--- src/rtl/jt900h_pfq_pkg.sv ---
// Shared constants for the JT900H prefetch queue: bus FSM state codes,
// byte-lane geometry and small helpers used by the top and the ring.
package jt900h_pfq_pkg;

  // Bus FSM state codes
  localparam logic [1:0] StIdle    = 2'd0;
  localparam logic [1:0] StPfetch  = 2'd1;
  localparam logic [1:0] StDread   = 2'd2;
  localparam logic [1:0] StDiscard = 2'd3;

  // Byte-lane geometry
  localparam int unsigned ByteW    = 8;
  localparam int unsigned WordW    = 16;
  localparam int unsigned WinBytes = 4;

  // Bytes a prefetch will push: an odd fetch address only yields the high byte
  function automatic logic [1:0] fetch_need(input logic odd);
    return odd ? 2'd1 : 2'd2;
  endfunction

  // Saturating 16-bit increment for the statistics counters
  function automatic logic [15:0] sat_inc(input logic [15:0] v);
    return (v == 16'hffff) ? v : v + 16'd1;
  endfunction

endpackage

--- src/rtl/jt900h_pfq_ring.sv ---
// DEPTH x 8 byte ring for the prefetch queue. Accepts 0/1/2 bytes per cycle at
// the tail, releases 0-4 bytes at the head and exposes a 4-byte head window with
// invalid lanes forced to zero. fill_nxt lets the owner plan bus issues against
// the occupancy the ring will have after this cycle.
module jt900h_pfq_ring
  import jt900h_pfq_pkg::*;
#(
  parameter int unsigned DEPTH = 8,
  localparam int unsigned PW   = $clog2(DEPTH)
) (
  input  logic                      clk,
  input  logic                      rst,
  input  logic                      cen,
  input  logic                      clr,
  input  logic [1:0]                wr_cnt,
  input  logic [WordW-1:0]          wr_data,
  input  logic [2:0]                rd_cnt,
  output logic [ByteW*WinBytes-1:0] win,
  output logic [2:0]                win_cnt,
  output logic [PW:0]               fill,
  output logic [PW:0]               fill_nxt
);

  logic [ByteW-1:0] mem [DEPTH];
  logic [PW-1:0]    rd_ptr_q;
  logic [PW:0]      fill_q;
  logic [PW-1:0]    wr_ptr;
  logic [PW-1:0]    wr_ptr1;

  // Tail sits fill bytes past the head; wraps naturally at PW bits
  assign wr_ptr  = rd_ptr_q + fill_q[PW-1:0];
  assign wr_ptr1 = wr_ptr + PW'(1);

  // Occupancy after this cycle's push/pop (or flush)
  always_comb begin
    fill_nxt = fill_q + (PW+1)'(wr_cnt) - (PW+1)'(rd_cnt);
    if (clr) fill_nxt = '0;
  end

  // Head pointer and fill count
  always_ff @(posedge clk) begin
    if (rst) begin
      rd_ptr_q <= '0;
      fill_q   <= '0;
    end else if (cen) begin
      fill_q   <= fill_nxt;
      rd_ptr_q <= clr ? '0 : rd_ptr_q + PW'(rd_cnt);
    end
  end

  // Byte storage; tail slots are always free because the owner checks space
  always_ff @(posedge clk) begin
    if (!rst && cen && !clr) begin
      if (wr_cnt != 2'd0) mem[wr_ptr]  <= wr_data[ByteW-1:0];
      if (wr_cnt == 2'd2) mem[wr_ptr1] <= wr_data[WordW-1:ByteW];
    end
  end

  // Head window, lanes beyond the fill level read as zero
  always_comb begin
    win = '0;
    for (int i = 0; i < WinBytes; i++) begin
      if (fill_q > (PW+1)'(i)) win[ByteW*i +: ByteW] = mem[rd_ptr_q + PW'(i)];
    end
  end

  assign win_cnt = (fill_q >= (PW+1)'(WinBytes)) ? 3'd4 : 3'(fill_q);
  assign fill    = fill_q;

endmodule

--- src/rtl/jt900h_pfq.sv ---
// JT900H prefetch queue and bus arbiter. Streams little-endian 16-bit words
// into a byte ring, shows up to four head bytes to the decoder, flushes on
// jumps and lets operand reads take the bus whenever it is idle.
// Optional build macro JT900H_PFQ_STATS_EN adds stall_cnt/flush_cnt counters.
module jt900h_pfq
  import jt900h_pfq_pkg::*;
#(
  parameter int unsigned   DEPTH = 8,
  parameter int unsigned   AW    = 24,
  parameter logic [AW-1:0] RSTPC = '0
) (
  input  logic              clk,
  input  logic              rst,
  input  logic              cen,
  input  logic              jmp_en,
  input  logic [AW-1:0]     jmp_addr,
  input  logic [2:0]        pop,
  output logic [31:0]       op,
  output logic [2:0]        op_cnt,
  output logic [AW-1:0]     pc,
  output logic              pop_err,
`ifdef JT900H_PFQ_STATS_EN
  output logic [15:0]       stall_cnt,
  output logic [15:0]       flush_cnt,
`endif
  input  logic              data_req,
  input  logic [AW-1:0]     data_addr,
  output logic [WordW-1:0]  data_dout,
  output logic              data_ok,
  output logic [AW-1:0]     ram_addr,
  output logic              ram_cs,
  input  logic [WordW-1:0]  ram_dout,
  input  logic              ram_ok
);

  localparam int unsigned PW = $clog2(DEPTH);

  logic [1:0]       st_q, st_d;
  logic [AW-1:0]    pc_q, pc_d;
  logic [AW-1:0]    faddr_q, faddr_d;
  logic [AW-1:0]    bus_addr_q, bus_addr_d;
  logic             pop_err_q;
  logic             data_ok_q;
  logic [WordW-1:0] data_dout_q;

  logic             pop_ok;
  logic             push;
  logic [1:0]       push_cnt;
  logic [WordW-1:0] wr_data;
  logic [2:0]       rd_cnt;
  logic [31:0]      win;
  logic [2:0]       win_cnt;
  logic [PW:0]      fill;
  logic [PW:0]      fill_nxt;
  logic [PW:0]      space;
  logic             can_fetch;

  // A pop larger than the visible head is rejected wholesale
  assign pop_ok   = (pop <= win_cnt);
  // A jump drops whatever arrives this cycle
  assign push     = (st_q == StPfetch) && ram_ok && !jmp_en;
  assign push_cnt = push ? fetch_need(faddr_q[0]) : 2'd0;
  assign wr_data  = faddr_q[0] ? {8'h00, ram_dout[WordW-1:ByteW]} : ram_dout;
  assign rd_cnt   = (!jmp_en && pop_ok) ? pop : 3'd0;

  jt900h_pfq_ring #(
    .DEPTH (DEPTH)
  ) u_ring (
    .clk      (clk),
    .rst      (rst),
    .cen      (cen),
    .clr      (jmp_en),
    .wr_cnt   (push_cnt),
    .wr_data  (wr_data),
    .rd_cnt   (rd_cnt),
    .win      (win),
    .win_cnt  (win_cnt),
    .fill     (fill),
    .fill_nxt (fill_nxt)
  );

  // Program counter and fetch address; jump overrides pop and push
  always_comb begin
    pc_d    = pc_q + AW'(rd_cnt);
    faddr_d = faddr_q + AW'(push_cnt);
    if (jmp_en) begin
      pc_d    = jmp_addr;
      faddr_d = jmp_addr;
    end
  end

  // Issue a prefetch only if the post-cycle ring has room for what it returns
  always_comb begin
    space     = (PW+1)'(DEPTH) - fill_nxt;
    can_fetch = (space >= (PW+1)'(fetch_need(faddr_d[0])));
  end

  // Bus FSM: operand reads win only from idle; bus address latched at issue
  always_comb begin
    st_d       = st_q;
    bus_addr_d = bus_addr_q;
    case (st_q)
      StIdle: begin
        // data_ok_q still high means the requester has not yet dropped data_req
        if (data_req && !data_ok_q) begin
          st_d       = StDread;
          bus_addr_d = data_addr & ~AW'(1);
        end else if (can_fetch) begin
          st_d       = StPfetch;
          bus_addr_d = faddr_d & ~AW'(1);
        end
      end
      StPfetch: begin
        if (ram_ok)      st_d = StIdle;
        else if (jmp_en) st_d = StDiscard;
      end
      default: begin
        if (ram_ok) st_d = StIdle;
      end
    endcase
  end

  // Architectural state
  always_ff @(posedge clk) begin
    if (rst) begin
      st_q        <= StIdle;
      pc_q        <= RSTPC;
      faddr_q     <= RSTPC;
      bus_addr_q  <= RSTPC & ~AW'(1);
      pop_err_q   <= 1'b0;
      data_ok_q   <= 1'b0;
      data_dout_q <= '0;
    end else if (cen) begin
      st_q       <= st_d;
      pc_q       <= pc_d;
      faddr_q    <= faddr_d;
      bus_addr_q <= bus_addr_d;
      if (!pop_ok) pop_err_q <= 1'b1;
      data_ok_q  <= (st_q == StDread) && ram_ok;
      if ((st_q == StDread) && ram_ok) data_dout_q <= ram_dout;
    end
  end

  assign op        = win;
  assign op_cnt    = win_cnt;
  assign pc        = pc_q;
  assign pop_err   = pop_err_q;
  assign data_dout = data_dout_q;
  assign data_ok   = data_ok_q;
  assign ram_addr  = bus_addr_q;
  assign ram_cs    = (st_q != StIdle);

`ifdef JT900H_PFQ_STATS_EN
  logic [15:0] stall_q;
  logic [15:0] flush_q;

  // Decoder starved while the bus serves an operand read; jumps taken
  always_ff @(posedge clk) begin
    if (rst) begin
      stall_q <= '0;
      flush_q <= '0;
    end else if (cen) begin
      if ((win_cnt < 3'd4) && (st_q == StDread)) stall_q <= sat_inc(stall_q);
      if (jmp_en) flush_q <= sat_inc(flush_q);
    end
  end

  assign stall_cnt = stall_q;
  assign flush_cnt = flush_q;
`else
  logic unused_fill;
  assign unused_fill = ^fill;
`endif

endmodule

--- config.mk ---
export PLATFORM = sky130hd
export DESIGN_NAME = jt900h_pfq
export DESIGN_NICKNAME = d
export VERILOG_FILES = /design/src/rtl/jt900h_pfq_pkg.sv /design/src/rtl/jt900h_pfq_ring.sv /design/src/rtl/jt900h_pfq.sv
export SDC_FILE = /design/constraint.sdc
export NUM_CORES = 1
export LEC_CHECK = 0
export CAP_MARGIN = 20
export CORE_ASPECT_RATIO = 1.4
export CORE_MARGIN = 2
export CORE_UTILIZATION = 56
export CTS_BUF_LIST = sky130_fd_sc_hd__clkbuf_4 sky130_fd_sc_hd__clkbuf_8
export CTS_CLUSTER_SIZE = 30
export DETAILED_ROUTE_END_ITERATION = 12
export MAX_ROUTING_LAYER = met4
export PLACE_DENSITY = 0.91
export SLEW_MARGIN = 5
export SYNTH_ARGS = -nofsm -noshare
export SYNTH_HDL_FRONTEND = slang
export SYNTH_SLANG_ARGS = --single-unit
export TNS_END_PERCENT = 10
--- constraint.sdc ---
create_clock -name clk -period 7.5 [get_ports clk]
set_input_delay 1.5 -clock clk [delete_from_list [all_inputs] [get_ports clk]]
set_output_delay 1.5 -clock clk [all_outputs]
set_load 0.01 [all_outputs]
Yosys cells after proc, flatten, opt, wreduce, memory -nomap -nowiden
Memories as Yosys holds them, arrays and structs flattened. A register that Yosys moved wholly into a read port is not among the register bits.
Index checks and enable logic that the tools add are counted.
{ "word_totals": {"ff_bits": 99, "mem_bits_rw": 64, "input_bits": 73, "output_inout_bits": 102, "n_memories": 1} }
{ "op_classes": {"n_addsub": 11, "magnitude_cmp": 7, "n_eq_ne": 5, "n_mux": 30, "bitwise": 1, "reduce_logical": 19} }
{ "mem_list": {"columns": ["name", "words", "word_bits", "read_ports", "rd_ports_with_merged_regs", "write_ports", "line", "source"], "rows": [
  ["u_ring.mem", 8, 8, 4, 1, 2, "jt900h_pfq_ring.sv:24", "logic [ByteW-1:0] mem [DEPTH];"]
]} }
{ "ops": {"columns": ["op", "count"], "rows": [
  ["$mux 24", 4],
  ["$mux 8", 4],
  ["$add 24x2->24", 1],
  ["$add 24x3->24", 1],
  ["$mux 16", 1],
  ["$mux 2", 8],
  ["$mux 3", 5],
  ["$gt 4x1->1 const B", 2],
  ["$gt 4x2->1 const B", 2],
  ["$logic_and 1x1->1", 7],
  ["$add 3x1->3 const B", 2],
  ["$add 3x2->3 const B", 2],
  ["$add 3x3->3", 2],
  ["$mux 1", 6],
  ["$ne 3x3->1 const B", 2],
  ["$reduce_bool 2->1", 3],
  ["$add 4x2->4", 1],
  ["$eq 2x2->1 const B", 2],
  ["$ge 4x2->1", 1],
  ["$ge 4x3->1 const B", 1],
  ["$mux 4", 1],
  ["$pmux 2 s2", 1],
  ["$reduce_and 2->1", 2],
  ["$reduce_and 4->1", 1],
  ["other kinds (9)", 11]
]} }

Logic depth before layout (Yosys ltp)
{ "logic_depth": {"word_depth": 12, "ltp_mapped": 22, "ltp_nobuf": 20} }

Cells and area by module
A second synthesis with hierarchy kept.
{ "hier_totals": {"hier_cells": 1180, "hier_area_um2": 11290.8} }
{ "by_module_without_submodules": {"columns": ["module", "instances", "cells_per_inst", "area_per_inst_um2"], "rows": [
  ["jt900h_pfq_ring", 1, 444, 5706.7],
  ["jt900h_pfq", 1, 736, 5584.1]
]} }

Least setup slack after synthesis
No wires, ideal clock.
{ "synth_path": {"path_type": "input to register", "startpoint": "input port pop[1]", "endpoint": "register bus_addr_q[11], in the netlist ram_addr[11]", "setup_ns": 0.128, "arrival_time_ns": 5.536, "setup_slack_ns": 1.836, "stages": 17, "path_cell_list": "ha_1 > nor2b_1 > o21ai_0 > a32oi_1 > nor2_1 > nand2_1 > fa_1 > fa_1 > nand2_1 > ha_1 > ha_1 > a2111oi_0 > or4b_4 > and3_4 > buf_6 > mux2i_1 > nor2_1"} }
{ "synth_via": {"elab_chain_len": 9} }
{ "synth_lines": {"columns": ["element", "line", "source"], "rows": [
  ["from (decl)", "jt900h_pfq.sv:17", "input logic [2:0] pop,"],
  ["$le 3x3->1", "jt900h_pfq.sv:59", "assign pop_ok = (pop <= win_cnt);"],
  ["$logic_and 1x1->1", "jt900h_pfq.sv:64", "assign rd_cnt = (!jmp_en && pop_ok) ? pop : 3'd0;"],
  ["$mux 3 *", "jt900h_pfq.sv:64", null],
  ["$sub 4x3->4 *", "jt900h_pfq_ring.sv:36", "fill_nxt = fill_q + (PW+1)'(wr_cnt) - (PW+1)'(rd_cnt);"],
  ["$mux 4 *", "jt900h_pfq_ring.sv:37", "if (clr) fill_nxt = '0;"],
  ["$sub 4x4->4 *", "jt900h_pfq.sv:94", "space = (PW+1)'(DEPTH) - fill_nxt;"],
  ["$ge 4x2->1 *", "jt900h_pfq.sv:95", "can_fetch = (space >= (PW+1)'(fetch_need(faddr_d[0])));"],
  ["$reduce_bool 2->1 (no source line) *", null, null],
  ["$reduce_and 3->1 (no source line) *", null, null],
  ["to (signal assigned)", "jt900h_pfq.sv:129", "bus_addr_q <= RSTPC & ~AW'(1);"],
  ["to (signal assigned)", "jt900h_pfq.sv:137", "bus_addr_q <= bus_addr_d;"],
  ["to (decl)", "jt900h_pfq.sv:41", "logic [AW-1:0] bus_addr_q, bus_addr_d;"]
]} }
Every way passes the cells marked *; elsewhere a longest branch is shown, timed or not.
A chain may end at the register's enable or synchronous reset.

Final worst setup path
{ "layout_path": {"startpoint": "input port pop[1]", "endpoint": "register bus_addr_q[8], in the netlist ram_addr[8]"} }
The elaborated chain is that of the path after synthesis.

==> results.ini <==
[power]
leakage_nw=4.44
p_per_area_nw_per_um2=165
ir_drop_mv=0.0913

[sta]
maxSlewViolCount=0
period_minus_slack_ns=6.28
fin_tns_setup_ns=0
fin_skew_ns=0.0132
setup_slack_ns=1.22
max_freq_mhz=159
timing.final.crit_share=0.838
slew_headroom=0.281
rsz0062_at_grt=false
setup_viol=0
worst_pin_slew_ns=1.08
hold_violations=0

[clock_network]
clk_pin_slew_ns=0.08
cts-buffers-inserted=17
htreeDepth=4
cts_tree=done
cts_buffer_depth=2
clock-sinks=165
postCtsSetupBuffers=0
ctsHoldBuffers=0
cts_resized=0
root_buffer=clkbuf_8
clock_latency_ns=0.48

[global_routing]
grt_use_total=0.329
grt_max_degree=98
antenna_found_initial=1
grt_pass1_vias=9521
grt-ovfl-total=0
grt_pass1_wl_um=51000

[synthesis]
synth_ff_type=dfxtp_1
yosysTopAreaCellShare=0.183
synth.area.top_cells=dfxtp_1 (18%), edfxtp_1 (17%), mux4_2 (12%)
syn_nets=1265
synth_edf_count=64
ys_seq_area_frac=0.356
async_reset_ff_frac=0
synth_common_cells=nor2_1 (140), nand2_1 (120), a21oi_1 (108), dfxtp_1 (101), edfxtp_1 (64)
syn_inst=1166
syn_avg_cell_area_um2=9.49
ys_types=77
yosysWarnings=0
synth_seq_cells=165
synth_area_um2=11100
synth_top_area_cell=dfxtp_1
synth_most_common_cell=nor2_1

[floorplan]
num_rows=60
num_io_pins=175
die_y_um=170
core-area_um2=19300
initial_core_util=0.574
die_w_um=123
dieArea_um2=20900

[critical_path]
crit_type=in2reg
cp_top_family=adder cells
cp_common_cell=ha_1
max_stage_delay_ns=0.63
cp.arrival_ns=6.66
worst-path-max-fanout=22
path_buf_inv=1
path_cells=clkdlybuf4s50_1, ha_1, nor2b_1, o21ai_0, a32oi_1, nor2_1, nand2_1, fa_1, fa_1, nand2_1, ha_1, ha_1, a2111oi_0, or4b_4, nand3_2, a2111oi_0, a31o_2
endpoint_kind=register
critPathSlowestCell=fa_1
required_ns=7.87
critPathLaunchType=input pin

[min_path]
worstHoldPathType=reg2reg

[cells_and_area]
area_delta_synth_final_pct=19.5
final_nets=1382
drive_gt1_frac=0.137
final_area_um2=13200

[route]
drtIter0Drc=916
wl_um=33200
vias=10100
ant_nets=0
drt_pass1_iterations=6
avgViaCountPerCell=6.55
drcViolationCount=0
drt-wirelength-per-cell_um=21.5

[place]
io_buffers=172
place_area_um2=12800
place_congestion=0.987
dpl.hpwl_um=23900
post-place-ws_ns=0.795

[job]
maxCapViolCount=0

[run_status]
status=completed

[final timing paths]
kind	end	cells after the start	slack (ns)	startpoint
setup / recovery	ram_addr[8]$_SDFFE_PP0P_	17	1.22	pop[1]
hold / removal	ram_addr[18]$_SDFFE_PP0P_	2	0.46	ram_addr[18]$_SDFFE_PP0P_
setup reg to reg	ram_addr[8]$_SDFFE_PP0P_	20	1.86	u_ring.fill[2]$_SDFFE_PP0P_
hold reg to reg	ram_addr[18]$_SDFFE_PP0P_	2	0.46	ram_addr[18]$_SDFFE_PP0P_
[registers in the layout, summed over array words and instances (netlist names), named ones only]
signal	count
st_q	2
pop_err	1
faddr_q	24
u_ring.mem	64
data_dout	16
u_ring.fill	4
pc	24
ram_addr	23
data_ok	1
u_ring.rd_ptr_q	3
[area by class of cell]
type / count / area [µm²]
diodes: 1 / 2.50
clock buffers: 20 / 256
clock inverters: 12 / 133
fillers: 1403 / 6070
inverters: 21 / 78.8
multi-input cells: 886 / 6630
flip-flops and latches: 165 / 3950
well taps: 248 / 310
repair buffers: 192 / 1870
[placed cells by master, fill, tap and decap left out, types with 40 or more instances in the layout]
| cell type | netlist | routed |
|---|---|---|
| mux4_2 | 61 | 61 |
| o21ai_0 | 58 | 58 |
| edfxtp_1 | 64 | 64 |
| a21oi_1 | 108 | 108 |
| mux2_2 | 40 | 40 |
| mux2i_1 | 49 | 49 |
| nand2_1 | 120 | 120 |
| dfxtp_1 | 101 | 100 |
| clkdlybuf4s50_1 | 0 | 169 |
| nor2_1 | 140 | 140 |
[per-layer routing]
layer	global-route usage	up-vias	share of wire
met5	-	-	0
met4	0.217	0	0.066
met3	0.0566	155	0.083
met2	0.535	641	0.51
met1	0.368	4753	0.35
li1	-	4573	-
[tightest hold or removal path, cell delays in order, from the launching register on]
cell     delay, ns
dfxtp_1       0.31
nand2_1       0.05
a21oi_1       0.05
[through the flow]
| stage | hold WS [ns] | util | cells | power, mW |
|---|---|---|---|---|
| floorplan | 0.476 | - | 1166 | 1.33 |
| global placement | 0.442 | 0.663 | 1509 | 1.53 |
| detailed placement | 0.446 | 0.663 | 1509 | 1.55 |
| CTS | 0.458 | 0.684 | 1541 | 2.18 |
| global route | 0.476 | 0.685 | 1545 | 2.27 |
| finish | 0.455 | 0.685 | 1545 | 2.19 |
[power breakdown]
group          leakage (nW)  switching, mW  internal (mW)  total [mW]
Clock                 0.179          0.341          0.305       0.646
Combinational          2.86          0.276          0.257       0.533
Sequential             1.40         0.0390          0.967        1.01
[kinds of logic after synthesis]
family / count (synthesis) / share of synthesized area
buf+inv: 115 / 0.0450
mux: 151 / 0.210
fa+ha+maj: 26 / 0.0335
flops: 165 / 0.356
compound gates: 300 / 0.170
xor+xnor: 27 / 0.0254
simple gates: 381 / 0.160
other cells: 1 / 0.000339
Power figures use the tool's default switching activity.
